--- src/rtl/io_pkg.sv ---
// io_pkg: character codes, state and phase encodings shared by the I/O unit.
package io_pkg;
    localparam int OCT_DIGITS_DEF = 10;
    localparam int DEC_DIGITS_DEF = 9;
    localparam int CNT_W_DEF      = 4;

    localparam logic [4:0] SIGN_POS  = 5'b00010;
    localparam logic [4:0] SIGN_NEG  = 5'b00011;
    localparam logic [4:0] END_CODE  = 5'b00111;
    localparam logic [4:0] DIGIT_TAG = 5'b10000;

    localparam int S_IDLE       = 0;
    localparam int S_CHR_REQ    = 1;
    localparam int S_CHR_ACK_LO = 2;
    localparam int S_SHIFT      = 3;
    localparam int S_FINISH     = 4;

    typedef enum logic [4:0] {
        IDLE       = 5'(1 << S_IDLE),
        CHR_REQ    = 5'(1 << S_CHR_REQ),
        CHR_ACK_LO = 5'(1 << S_CHR_ACK_LO),
        SHIFT      = 5'(1 << S_SHIFT),
        FINISH     = 5'(1 << S_FINISH)
    } state_e;

    typedef enum logic [1:0] {
        PH_SIGN  = 2'd0,
        PH_DIGIT = 2'd1,
        PH_END   = 2'd2
    } phase_e;

    function automatic logic [4:0] digit_chr(input logic dec, input logic [3:0] d);
        return DIGIT_TAG | {1'b0, dec ? d : {1'b0, d[2:0]}};
    endfunction
endpackage

--- src/rtl/io_output_seq_if.sv ---
// io_output_seq_if: character output link to the device, 4-phase vld/ack.
interface io_output_seq_if;
    logic       output_vld_to_dev;
    logic [4:0] output_data_to_dev;
    logic       output_ack_from_dev;

    modport master(output output_vld_to_dev, output output_data_to_dev, input output_ack_from_dev);
    modport slave(input output_vld_to_dev, input output_data_to_dev, output output_ack_from_dev);
endinterface

--- src/rtl/io_hs4_tx.sv ---
// io_hs4_tx: 4-phase transmit side; holds data from load until the next load.
module io_hs4_tx #(
    parameter int W = 5
) (
    input  logic         clk,
    input  logic         resetn,
    input  logic         clr_i,
    input  logic         load_i,
    input  logic [W-1:0] data_i,
    input  logic         ack_i,
    output logic         vld_o,
    output logic [W-1:0] data_o
);
    logic         vld_q, vld_d;
    logic [W-1:0] data_q, data_d;

    always_comb begin
        vld_d  = clr_i ? 1'b0 : load_i ? 1'b1 : (vld_q & ack_i) ? 1'b0 : vld_q;
        data_d = (load_i & ~clr_i) ? data_i : data_q;
    end

    always_ff @(posedge clk) begin
        if (!resetn) begin
            vld_q  <= 1'b0;
            data_q <= '0;
        end else begin
            vld_q  <= vld_d;
            data_q <= data_d;
        end
    end

    assign vld_o  = vld_q;
    assign data_o = data_q;
endmodule

--- src/rtl/io_output_seq.sv ---
// io_output_seq: walks one AC word out to the output device as sign, N digits, end,
// then resumes the program or reports a stop.
module io_output_seq
    import io_pkg::*;
#(
    parameter int OCT_DIGITS = OCT_DIGITS_DEF,
    parameter int DEC_DIGITS = DEC_DIGITS_DEF,
    parameter int CNT_W      = CNT_W_DEF
) (
    input  logic       clk,
    input  logic       resetn,
    input  logic       order_output_from_op,
    input  logic       output_oct_from_pnl,
    input  logic       output_dec_from_pnl,
    input  logic       stop_after_output_from_pnl,
    input  logic       abort_from_pnl,
    input  logic       ac_answer_from_ac,
    input  logic       output_sign_from_ac,
    input  logic [3:0] output_data_from_au,
    output logic       output_active,
    output logic       dec_mode,
    output logic       order_io_to_ac,
    output logic       start_pulse_to_pu,
    output logic       stopped_to_pnl,
    io_output_seq_if.master dev
);
    state_e             state_q, state_d;
    phase_e             phase_q, phase_d;
    logic [CNT_W-1:0]   cnt_q, cnt_d;
    logic               dec_q, dec_d;
    logic               io_q, io_d;
    logic               load;
    logic [4:0]         chr;
    logic               ack, fin;

    assign ack = dev.output_ack_from_dev;

    always_comb begin
        state_d = state_q;
        phase_d = phase_q;
        cnt_d   = cnt_q;
        dec_d   = dec_q;
        io_d    = 1'b0;
        load    = 1'b0;
        chr     = END_CODE;
        case (state_q)
            IDLE: if (order_output_from_op) begin
                dec_d   = output_dec_from_pnl & ~output_oct_from_pnl;
                cnt_d   = dec_d ? CNT_W'(DEC_DIGITS) : CNT_W'(OCT_DIGITS);
                phase_d = PH_SIGN;
                chr     = output_sign_from_ac ? SIGN_NEG : SIGN_POS;
                load    = 1'b1;
                state_d = CHR_REQ;
            end
            CHR_REQ: if (ack) state_d = CHR_ACK_LO;
            CHR_ACK_LO: if (!ack) begin
                if (phase_q == PH_END) state_d = FINISH;
                else if (phase_q == PH_DIGIT && cnt_q == '0) begin
                    load    = 1'b1;
                    phase_d = PH_END;
                    state_d = CHR_REQ;
                end else begin
                    io_d    = 1'b1;
                    state_d = SHIFT;
                end
            end
            SHIFT: if (ac_answer_from_ac) begin
                chr     = digit_chr(dec_q, output_data_from_au);
                load    = 1'b1;
                cnt_d   = cnt_q - 1'b1;
                phase_d = PH_DIGIT;
                state_d = CHR_REQ;
            end
            FINISH: state_d = IDLE;
            default: state_d = IDLE;
        endcase
        // abort outranks everything, including a same-cycle order
        if (abort_from_pnl) begin
            state_d = IDLE;
            io_d    = 1'b0;
            load    = 1'b0;
        end
    end

    always_ff @(posedge clk) begin
        if (!resetn) begin
            state_q <= IDLE;
            phase_q <= PH_SIGN;
            cnt_q   <= '0;
            dec_q   <= 1'b0;
            io_q    <= 1'b0;
        end else begin
            state_q <= state_d;
            phase_q <= phase_d;
            cnt_q   <= cnt_d;
            dec_q   <= dec_d;
            io_q    <= io_d;
        end
    end

    io_hs4_tx #(.W(5)) u_tx (
        .clk    (clk),
        .resetn (resetn),
        .clr_i  (abort_from_pnl),
        .load_i (load),
        .data_i (chr),
        .ack_i  (ack),
        .vld_o  (dev.output_vld_to_dev),
        .data_o (dev.output_data_to_dev)
    );

    assign fin               = (state_q == FINISH) & ~abort_from_pnl & resetn;
    assign output_active     = state_q != IDLE;
    assign dec_mode          = dec_q;
    assign order_io_to_ac    = io_q;
    assign start_pulse_to_pu = fin & ~stop_after_output_from_pnl;
    assign stopped_to_pnl    = fin & stop_after_output_from_pnl;
endmodule

--- src/flat_wrapper.sv ---
// flat-port wrapper written by rule: the top's interface ports become plain ports
module io_output_seq_flat import io_pkg::*;
#(
    parameter int OCT_DIGITS = OCT_DIGITS_DEF,
    parameter int DEC_DIGITS = DEC_DIGITS_DEF,
    parameter int CNT_W      = CNT_W_DEF
)
  (clk, resetn, order_output_from_op, output_oct_from_pnl, output_dec_from_pnl, stop_after_output_from_pnl, abort_from_pnl, ac_answer_from_ac, output_sign_from_ac, output_data_from_au, output_active, dec_mode, order_io_to_ac, start_pulse_to_pu, stopped_to_pnl, dev_output_vld_to_dev, dev_output_data_to_dev, dev_output_ack_from_dev);
  io_output_seq_if dev_i ();
  input  logic clk;
  input  logic resetn;
  input  logic order_output_from_op;
  input  logic output_oct_from_pnl;
  input  logic output_dec_from_pnl;
  input  logic stop_after_output_from_pnl;
  input  logic abort_from_pnl;
  input  logic ac_answer_from_ac;
  input  logic output_sign_from_ac;
  input  logic [3:0] output_data_from_au;
  output logic output_active;
  output logic dec_mode;
  output logic order_io_to_ac;
  output logic start_pulse_to_pu;
  output logic stopped_to_pnl;
  output wire logic [$bits(dev_i.output_vld_to_dev)-1:0] dev_output_vld_to_dev;
  output wire logic [$bits(dev_i.output_data_to_dev)-1:0] dev_output_data_to_dev;
  input wire logic [$bits(dev_i.output_ack_from_dev)-1:0] dev_output_ack_from_dev;
  assign dev_output_vld_to_dev = dev_i.output_vld_to_dev;
  assign dev_output_data_to_dev = dev_i.output_data_to_dev;
  assign dev_i.output_ack_from_dev = dev_output_ack_from_dev;
  io_output_seq #(.OCT_DIGITS(OCT_DIGITS), .DEC_DIGITS(DEC_DIGITS), .CNT_W(CNT_W)) u_core (.clk(clk), .resetn(resetn), .order_output_from_op(order_output_from_op), .output_oct_from_pnl(output_oct_from_pnl), .output_dec_from_pnl(output_dec_from_pnl), .stop_after_output_from_pnl(stop_after_output_from_pnl), .abort_from_pnl(abort_from_pnl), .ac_answer_from_ac(ac_answer_from_ac), .output_sign_from_ac(output_sign_from_ac), .output_data_from_au(output_data_from_au), .output_active(output_active), .dec_mode(dec_mode), .order_io_to_ac(order_io_to_ac), .start_pulse_to_pu(start_pulse_to_pu), .stopped_to_pnl(stopped_to_pnl), .dev(dev_i));
endmodule
--- config.mk ---
export PLATFORM = sky130hd
export DESIGN_NAME = io_output_seq_flat
export DESIGN_NICKNAME = d
export VERILOG_FILES = /design/src/rtl/io_pkg.sv /design/src/rtl/io_output_seq_if.sv /design/src/rtl/io_hs4_tx.sv /design/src/rtl/io_output_seq.sv /design/src/flat_wrapper.sv
export SDC_FILE = /design/constraint.sdc
export NUM_CORES = 1
export LEC_CHECK = 0
export ABC_AREA = 0
export BUFFER_PORTS_ARGS = -buffer_cell sky130_fd_sc_hd__buf_2
export CORE_MARGIN = 3
export CORE_UTILIZATION = 30
export CTS_CLUSTER_SIZE = 25
export DETAILED_ROUTE_END_ITERATION = 10
export GPL_TIMING_DRIVEN = 1
export SYNTH_ARGS = -nofsm -noshare
export SYNTH_HDL_FRONTEND = slang
export SYNTH_SLANG_ARGS = --single-unit
--- constraint.sdc ---
create_clock -name clk -period 2.8 [get_ports clk]
set_input_delay 0.42 -clock clk [delete_from_list [all_inputs] [get_ports clk]]
set_output_delay 0.42 -clock clk [all_outputs]
set_load 0.005 [all_outputs]
Yosys cells after proc, flatten, opt, wreduce, memory -nomap -nowiden

Cells that the tools add are included.

Reductions and logical operators: 11
Bitwise operators: 12
Add/subtract/negate cells: 1
Equality and inequality tests: 14
Muxes and demuxes: 32

Operators with widths:

| operator                                               | number |
|---|---|
| two-way mux 5 bit                                      | 7 |
| one-hot mux 5 bit (4 select lines)                     | 1 |
| two-way mux 4 bit                                      | 4 |
| two-way mux 2 bit                                      | 6 |
| two-way mux 1 bit                                      | 10 |
| inequality test 2 bit (second input constant)          | 5 |
| one-hot mux 5 bit (2 select lines)                     | 1 |
| one-hot mux 4 bit (2 select lines)                     | 1 |
| bitwise AND 1 bit                                      | 7 |
| one-hot mux 2 bit (3 select lines)                     | 1 |
| AND reduction 6 bit                                    | 1 |
| equality test 5 x 1 -> 1 bit (second input constant)   | 1 |
| equality test 5 x 2 -> 1 bit (second input constant)   | 1 |
| equality test 5 x 3 -> 1 bit (second input constant)   | 1 |
| equality test 5 x 4 -> 1 bit (second input constant)   | 1 |
| equality test 5 bit (second input constant)            | 1 |
| inequality test 5 x 1 -> 1 bit (second input constant) | 1 |
| NOT 1 bit                                              | 5 |
| OR reduction 5 bit                                     | 1 |
| logical NOT 4 bit                                      | 1 |
| AND reduction 4 bit                                    | 1 |
| nonzero test 2 bit                                     | 2 |
| subtractor 4 x 1 -> 4 bit (second input constant)      | 1 |
| one-hot mux 1 bit (3 select lines)                     | 1 |
| other kinds (8)                                        | 8 |

Output and inout port bits: 11
Input port bits: 14
Logic and storage cells: 77
Flip-flop bits (word level): 19

Logic depth before layout (Yosys ltp)

Gate-level depths: netlist (run 1).

Depth in word-level cells: 8
Mapped depth: 7
Mapped depth without buffers: 7

Hierarchy

Synthesis (run 1) repeated with hierarchy kept, for this count alone.

Cells, all modules: 124
Area, all modules: 1059.8 um^2

Modules (own cells, without submodules):

| module        | cells each | area each (um^2) | instances | seq. area each (um^2) |
|---|---|---|---|---|
| io_output_seq | 97         | 802.0            | 1         | 260.2 |
| io_hs4_tx     | 27         | 257.7            | 1         | 120.1 |

Least setup slack after synthesis (run 1)

No wires, ideal clock.

Path kind: reg2reg
Start: register u_core.cnt_q[0]
End: register u_core.u_tx.data_q[1] (netlist: u_core.u_tx.data_o[1])
Path buffers: 0
Slack: 1056 ps
Data required time: 2742 ps
Period minus slack after synthesis: 1744 ps
Setup time: 58 ps
Stages on the path, launching flop included: 8
Arrival: 1686 ps
Cells stage by stage: dfxtp_1 > inv_1 > ha_1 > nor4b_2 > nand2_1 > or4_4 > a21oi_4 > o221a_2

Cells in the longest elaborated chain, start to end: 8

RTL lines:

| item                               | line                | text |
|---|---|---|
| start, declared                    | io_output_seq.sv:29 | `logic [CNT_W-1:0] cnt_q, cnt_d;` |
| start signal, assigned             | io_output_seq.sv:95 | `cnt_q <= cnt_d;` |
| logical NOT 4 bit                  | io_output_seq.sv:58 | `else if (phase_q == PH_DIGIT && cnt_q == '0) begin` |
| logical AND 1 bit                  | io_output_seq.sv:58 |  |
| two-way mux 1 bit                  | io_output_seq.sv:58 |  |
| two-way mux 1 bit                  | io_output_seq.sv:57 | `if (phase_q == PH_END) state_d = FINISH;` |
| two-way mux 1 bit                  | io_output_seq.sv:56 | `CHR_ACK_LO: if (!ack) begin` |
| one-hot mux 1 bit (3 select lines) | io_output_seq.sv:46 | `case (state_q)` |
| two-way mux 1 bit                  | io_output_seq.sv:78 | `if (abort_from_pnl) begin` |
| bitwise AND 1 bit                  | io_hs4_tx.sv:19     | `data_d = (load_i & ~clr_i) ? data_i : data_q;` |
| end signal, assigned               | io_hs4_tx.sv:28     | `data_q <= data_d;` |
| end, declared                      | io_hs4_tx.sv:15     | `logic [W-1:0] data_q, data_d;` |

Every way passes these cells.
A chain may end at the register's enable or synchronous reset.

Worst setup path after layout (run 1)

Start: register u_core.state_q[3]
End: output start_pulse_to_pu

Cells in the longest elaborated chain, start to end: 4

RTL lines:

| item                           | line                 | text |
|---|---|---|
| start, declared                | io_output_seq.sv:27  | `state_e state_q, state_d;` |
| start signal, assigned         | io_output_seq.sv:93  | `state_q <= state_d;` |
| equality test 5 bit            | io_output_seq.sv:112 | `assign fin = (state_q == FINISH) & ~abort_from_pnl & resetn;` |
| bitwise AND 1 bit (2 in a row) | io_output_seq.sv:112 |  |
| bitwise AND 1 bit              | io_output_seq.sv:116 | `assign start_pulse_to_pu = fin & ~stop_after_output_from_pnl;` |
| end, declared                  | flat_wrapper.sv:23   | `output logic start_pulse_to_pu;` |

Every way passes these cells.

==> metrics.md, run 1 <==
| Metric | Value |
|---|---|
| Vias | `approximately 950` |
| Layout cells sized above 1 | `0.2397` |
| Fin Setup TNS | `0 ns` |
| CP startpoint | `u_core.state_q[3]` |
| First-pass GRT wire length | `about 3.9 mm` |
| CP max FO | `7` |
| Netlist cell types | `38` |
| Psw | `approximately 130 uW` |
| CTS tree | `done` |
| Fin util | `0.3808` |
| Hold Buf Count CTS | `0` |
| Largest net degree at the start of global routing | `14` |
| Worst Skew | `between 0.004 and 0.005 ns` |
| Post-synthesis sequential area ratio | `0.3748` |
| Most frequent cells in the layout | `buf_2 (24), dfxtp_1 (19), nor2_1 (14)` |
| CTS resizes | `0` |
| CP endpoint kind | `primary output` |
| Required time worst endpoint | `roughly 2.4 ns` |
| Fin. Hold Viols | `0` |
| Initial antenna violation count | `0` |
| Peak VDD IR | `~0.15 mV` |
| Final wirelength | `approximately 2.4 mm` |
| Fillers | `between 300 and 400` |
| Synth Flop Type | `dfxtp_1` |
| Smallest hold slack | `around 0.37 ns` |
| Worst Tran Pin Value | `0.4475 ns` |
| RSZ-0062 raised after global routing | `false` |
| Slew Viols, Final | `0` |
| CTS clk-pin slew, worst paths | `around 0.10 ns` |
| Seq pwr share | `0.574` |
| DIE HEIGHT | `approximately 64 um` |
| Hold path start | `dev_output_ack_from_dev` |
| Clock Latency Late Sink | `~0.30 ns` |
| Mapped Nets | `between 100 and 150` |
| Critical Path Start Type | `flip-flop` |
| Asr flop ratio synth | `0` |
| Final Wtd Congestion | `between 0.8 and 0.9` |
| Number of diodes | `0` |
| DPL Wire Length | `between 1.5 and 2 mm` |
| Max_cap viols | `0` |
| Synthesis-to-layout area growth | `17.39%` |
| Post-CTS setup buffers | `0` |
| Worst path arrival time | `approximately 1.5 ns` |
| Cts bufs inserted | `3` |
| FMAX | `roughly 0.52 GHz` |
| Clock share of power | `0.275` |
| Final Cycle Share | `0.6921` |
| CP Class | `reg -> out` |
| Die width | `between 60 and 70 um` |
| Power per Cell Area | `421.0 nW/um^2` |
| Worst min path class | `in -> reg` |
| Initial Util | `0.3244` |
| Seq cells post-synth | `19` |
| Final ANT Viol Nets | `0` |
| Core area | `about 3100 sq um` |
| Drt drc | `0` |
| Mapped Area | `1015 sq um` |
| Clock sink count | `19` |
| Commonest non-fill, non-tap cell in the layout | `buf_2` |
| Internal | `around 370 uW` |
| Syn_area_per_cell | `8.317 sq um` |
| CTS root buf | `clkbuf_4` |
| Routed vias/inst | `a little under 5` |
| IO buf count | `24` |
| Normalized max-slew margin | `0.7013` |
| Aggregate global-route resource usage | `0.1165` |
| Grt ovf | `0` |
| Combinational power share | `0.151` |
| Initial DRC Count | `23` |
| Leakage | `just under 0.5 nW` |
| First drt pass iteration count | `6` |
| Critical R2R Launch | `u_core.cnt_q[0]` |
| Bufs on Longest Clock Path | `2` |
| Site row count | `20` |
| Routed len/inst | `12.52 um` |
| Synthesized instance count | `122` |
| Die Area | `between 4000 and 5000 sq um` |
| Post-synth EDFFs | `0` |
| Synth warnings | `0` |
| Post-layout minimum cycle time | `slightly below 2 ns` |
| Vias in the first global route | `879` |
| Total number of H-tree levels | `1` |
| Run status | `complete, no violations` |
| Final setup vio count | `0` |
| I/O Pins | `25` |
| NumNets Final | `roughly 160` |
| Net Sw Frac | `0.2603` |
routing by layer:
layer / part of all wire / vias to the layer above / GRT usage
met5: 0 / - / 0
met4: 0 / 0 / 0.01583
met3: 0.045 / 0 / 0.03691
met2: 0.48 / 21 / 0.1974
met1: 0.47 / 442 / 0.1472
li1: - / 482 / -
cells in the mapped netlist, types with 3 or more instances:
cell	n	area, sq um
nand3_1	6	30.03
o221a_2	3	33.78
o21ai_0	3	15.01
nor3_1	6	30.03
dfxtp_1	19	380.4
nand2_1	11	41.29
xor2_1	3	26.28
nor2_1	14	52.55
o21a_1	3	22.52
inv_1	7	26.28
a21oi_1	8	40.04
nand2b_1	5	31.28
area by class of cell:
class | count | area, sq um | share of cell area
clock buffer | 4 | 26.28 | 0.02206
sequential | 19 | 380.4 | 0.3193
tap | 44 | 55.05 | 0.04622
multi-input combinational | 92 | 583.1 | 0.4895
timing repair buffer | 24 | 120.1 | 0.1008
inverter | 7 | 26.28 | 0.02206
critical path: stages (launching register included):
cell,delay [ns]
dfxtp_1,0.37
or2_1,0.30
nor2_1,0.20
nand3_1,0.13
nor2_1,0.11
buf_2,0.12
registers in the layout, summed over array words and instances (netlist names):
name / count
u_core.state_q: 5
u_core.u_tx.data_o: 5
u_core.cnt_q: 4
u_core.phase_q: 2
u_core.dec_mode: 1
u_core.order_io_to_ac: 1
u_core.u_tx.vld_o: 1
power groups by stage:
stage / clock [mW] / sequential, mW / combinational [mW]
finish: 0.138 / 0.288 / 0.0757
global route: 0.159 / 0.289 / 0.0848
CTS: 0.146 / 0.288 / 0.0762
detailed placement: 0 / 0.294 / 0.0758
global placement: 0 / 0.294 / 0.0751
floorplan: 0 / 0.291 / 0.0530
through the flow:
stage / cell area, sq um / std cells / power (mW) / setup slack (ns)
after global routing: 1191 / 190 / 0.5328 / 0.7084
after detailed placement: 1165 / 186 / 0.3695 / 0.9062
final: 1191 / 190 / 0.5015 / 0.8621
after floorplan: 1015 / 122 / 0.3443 / 1.056
after global placement: 1165 / 186 / 0.3686 / 0.9295
after CTS: 1191 / 190 / 0.5105 / 0.8437
worst paths after layout:
path	slack, ns	depth (start not counted)	endpoint
setup / recovery	0.86	5	start_pulse_to_pu
hold reg to reg	0.48	2	u_core.u_tx.data_o[4]
hold / removal	0.37	2	u_core.order_io_to_ac
setup reg to reg	0.87	7	u_core.u_tx.data_o[1]
logic make-up after synthesis:
group                    share of synthesized area
multiplexers                              0.009865
buffers and inverters                      0.05056
AND/OR/NAND/NOR                             0.3058
XOR/XNOR                                   0.03453
flip-flops                                  0.3748
AO/OA/AOI/OAI                               0.2121
adder cells (fa/ha/maj)                    0.01233
Power figures use the tool's default switching activity.
==> run 2: changes to the inputs <==
ABC_AREA = 1   (was 0)
clock period = 2.01 ns   (was 2.8 ns; I/O delays follow)
==> metrics.md, run 2 <==
| Metric | Value |
|---|---|
| Seq cells post-synth | `19 (unchanged)` |
| Post-layout minimum cycle time | `roughly 1.6 ns` |
| Crit-path max cell delay | `0.40 ns (+0.03 ns)` |
| Clock share of power | `0.272 (-0.003)` |
| Slew Viols, Final | `0 (unchanged)` |
| Fin. Hold Viols | `0 (unchanged)` |
| Post-synthesis sequential area ratio | `0.3606 (-0.01423)` |
| Yosys top cell by area | `dfxtp_1` |
| Core area | `3203 sq um (+2.4%)` |
| Syn_area_per_cell | `6.985 sq um (-16%)` |
| Reg-to-reg critical path endpoint | `u_core.state_q[2]` |
| Post-synth EDFFs | `0 (unchanged)` |
| Psw | `211.2 uW (+62%)` |
| Sequential cell area | `380.4 sq um (unchanged)` |
| NumNets Final | `196 (+21%)` |
| CTS tree | `done` |
| Critical Path Start Type | `flip-flop` |
| Final wirelength | `2.359 mm (-0.84%)` |
| R2R Setup Slk | `0.61 ns (-0.26 ns)` |
| Worst min path class | `in -> reg` |
| Run status | `complete, no violations` |
| FMAX | `roughly 0.63 GHz` |
| Most frequent cell after synthesis | `nand2_1` |
| Critical R2R Launch | `u_core.state_q[2]` |
| Combinational power share | `0.178 (+0.027)` |
| Required time worst endpoint | `1.71 ns (-0.67 ns)` |
| Clock sink count | `19 (unchanged)` |
| Slowest cell on the critical path | `dfxtp_1` |
| Cts bufs inserted | `3 (unchanged)` |
| Worst Tran Pin Value | `0.2599 ns (-0.1876 ns)` |
| First-pass GRT wire length | `3.995 mm (+2.9%)` |
| Synthesis-to-layout area growth | `19.81%` |
| Die width | `65.30 um (+1.8%)` |
| CTS resizes | `0 (unchanged)` |
| Normalized max-slew margin | `0.8266 (+0.1253)` |
| Area taken by multi-input logic gates | `559.3 sq um (-4.1%)` |
| Total number of H-tree levels | `1 (unchanged)` |
| Mapped Area | `1055 sq um (+3.9%)` |
| Post-CTS setup buffers | `0 (unchanged)` |
| Synthesized instance count | `151 (+24%)` |
| Asr flop ratio synth | `0 (unchanged)` |
| CTS clk-pin slew, worst paths | `0.11 ns (about the same)` |
| Final Cycle Share | `0.7902` |
| First drt pass iteration count | `5 (-1)` |
| RSZ-0062 raised after global routing | `false` |
| Mapped Nets | `166 (+21%)` |
| CP max FO | `7 (unchanged)` |
| Largest net degree at the start of global routing | `11 (-3)` |
| Power per Cell Area | `579.0 nW/um^2 (+38%)` |
| Most frequent cells in the layout | `nand2_1 (30), inv_1 (27), buf_2 (24)` |
| Synth Flop Type | `dfxtp_1` |
| Max_cap viols | `0 (unchanged)` |
| Net Sw Frac | `0.2887 (+0.02839)` |
| Fillers | `356 (+6.0%)` |
| Vias | `992 (+5.0%)` |
| Place WS | `0.5960 ns (-0.3101 ns)` |
| CTS root buf | `clkbuf_4` |
| CP endpoint kind | `primary output` |
| Leakage | `0.6239 nW (+27%)` |
| Drt drc | `0 (unchanged)` |
| Grt ovf | `0 (unchanged)` |
| Largest cells by area after synthesis | `dfxtp_1 (36%), nand2_1 (11%), inv_1 (9.6%)` |
| Die Area | `4263 sq um (+3.6%)` |
| CP Class | `reg -> out` |
| Routed vias/inst | `4.429 (-11%)` |
| Netlist cell types | `27 (-29%)` |
| Layout cells sized above 1 | `0.2500 (+0.01027)` |
| PnR worst setup slack | `0.4216 ns (-0.4405 ns)` |
| Final ANT Viol Nets | `0 (unchanged)` |
| CP Capture Point | `stopped_to_pnl` |
| CP startpoint | `u_core.state_q[3]` |
| Initial Util | `0.3293 (+0.004897)` |
| Vias in the first global route | `908 (+3.3%)` |
| Worst path arrival time | `1.29 ns (-0.23 ns)` |
| Final setup vio count | `0 (unchanged)` |
| R2R depth | `7 (unchanged)` |
| Final Wtd Congestion | `0.8485 (+1.3%)` |
| IO buf count | `24 (unchanged)` |
| Synth warnings | `0 (unchanged)` |
| Peak VDD IR | `0.3109 mV (+100%)` |
| DPL Wire Length | `1.943 mm (+5.9%)` |
| Number of diodes | `0 (unchanged)` |
| Seq pwr share | `0.549 (-0.025)` |
| DIE HEIGHT | `65.30 um (+1.8%)` |
| Internal | `520.5 uW (+40%)` |
| Initial antenna violation count | `0 (unchanged)` |
| Fin Setup TNS | `0 ns (unchanged)` |
| Worst Skew | `0.004843 ns (+0.0002305 ns)` |
| Routed len/inst | `10.53 um (-16%)` |
| Initial DRC Count | `99 (+330%)` |
| Site row count | `20 (unchanged)` |
| Clock Latency Late Sink | `0.30 ns (about the same)` |
| Share of the synthesized area in the top cell type | `0.3606 (-0.01423)` |
| CP Cell Sequence | `nor2_4 -> nand4_1 -> nor2_1 -> buf_2` |
| Aggregate global-route resource usage | `0.1204 (+0.003921)` |
| Bufs on Longest Clock Path | `2 (unchanged)` |
| Hold Buf Count CTS | `0 (unchanged)` |
| I/O Pins | `25 (unchanged)` |
| Synth cell count leaders | `nand2_1 (30), inv_1 (27), dfxtp_1 (19), nor2_1 (19), nand3_1 (11)` |
| Commonest non-fill, non-tap cell in the layout | `nand2_1` |
run 2: cell types whose count changed after synthesis, moves of 4 or more:
cell,before,now
inv_1,7,27
nand2_1,11,30
nand2b_1,5,0
nand3_1,6,11
nand4_1,0,6
nor2_1,14,19
nor3_1,6,2
run 2: critical path, delay by kind of cell, from the launching register on:
kind	cells	cell delay, ns
flip-flops	1	0.40
buffers and inverters	1	0.12
AND/OR/NAND/NOR	3	0.47
run 2: worst min path at each step:
| stage | endpoint | slack [ns] | cells past startpoint | start |
|---|---|---|---|---|
| after floorplan | u_core.order_io_to_ac | 0.38 | 1 | dev_output_ack_from_dev |
| after global placement | u_core.u_tx.data_o[0] | 0.45 | 2 | u_core.u_tx.data_o[0] |
| after detailed placement | u_core.u_tx.data_o[0] | 0.46 | 2 | u_core.u_tx.data_o[0] |
| after CTS | u_core.order_io_to_ac | 0.16 | 2 | dev_output_ack_from_dev |
| after global routing | u_core.order_io_to_ac | 0.16 | 2 | dev_output_ack_from_dev |
| final | u_core.order_io_to_ac | 0.17 | 2 | dev_output_ack_from_dev |
run 2: cells by family after synthesis:
kind of cell,Yosys count,synth area share
AO/OA/AOI/OAI,15,0.07355
adder cells (fa/ha/maj),1,0.01186
buffers and inverters,30,0.1091
flip-flops,19,0.3606
AND/OR/NAND/NOR,86,0.4449
run 2: power by group through the flow:
stage / logic (mW) / clock network (mW) / registers (mW)
CTS: 0.131 / 0.209 / 0.402
global placement: 0.130 / 0 / 0.411
floorplan: 0.0857 / 0 / 0.410
finish: 0.131 / 0.199 / 0.402
detailed placement: 0.130 / 0 / 0.411
global route: 0.149 / 0.227 / 0.404
run 2: metrics by stage:
stage / utilization / instance area (sq um) / instances / hold slack, ns / total power [mW]
6_report: 0.3945 / 1264 / 224 / 0.1677 / 0.7317
5_1_grt: 0.3945 / 1264 / 224 / 0.1608 / 0.7806
4_1_cts: 0.3945 / 1264 / 224 / 0.1593 / 0.7424
3_5_place_dp: 0.3863 / 1237 / 220 / 0.4584 / 0.5410
3_3_place_gp: 0.3863 / 1237 / 220 / 0.4538 / 0.5412
2_1_floorplan: - / 1055 / 151 / 0.3800 / 0.4959
run 2: layout make-up:
type	count	area share
inverters	30	0.09109
well taps	44	0.04356
repair buffers	25	0.1010
clock buffers	4	0.02079
flip-flops and latches	19	0.3010
multi-input cells	102	0.4426
run 2: layer usage:
| metal | vias up | GRT usage | wire, um |
|---|---|---|---|
| met4 | 0 | 0.01554 | 10 |
| met3 | 2 | 0.04444 | 153 |
| met5 | - | 0 | 0 |
| met1 | 427 | 0.1672 | 1135 |
| li1 | 540 | - | - |
| met2 | 23 | 0.1820 | 1060 |
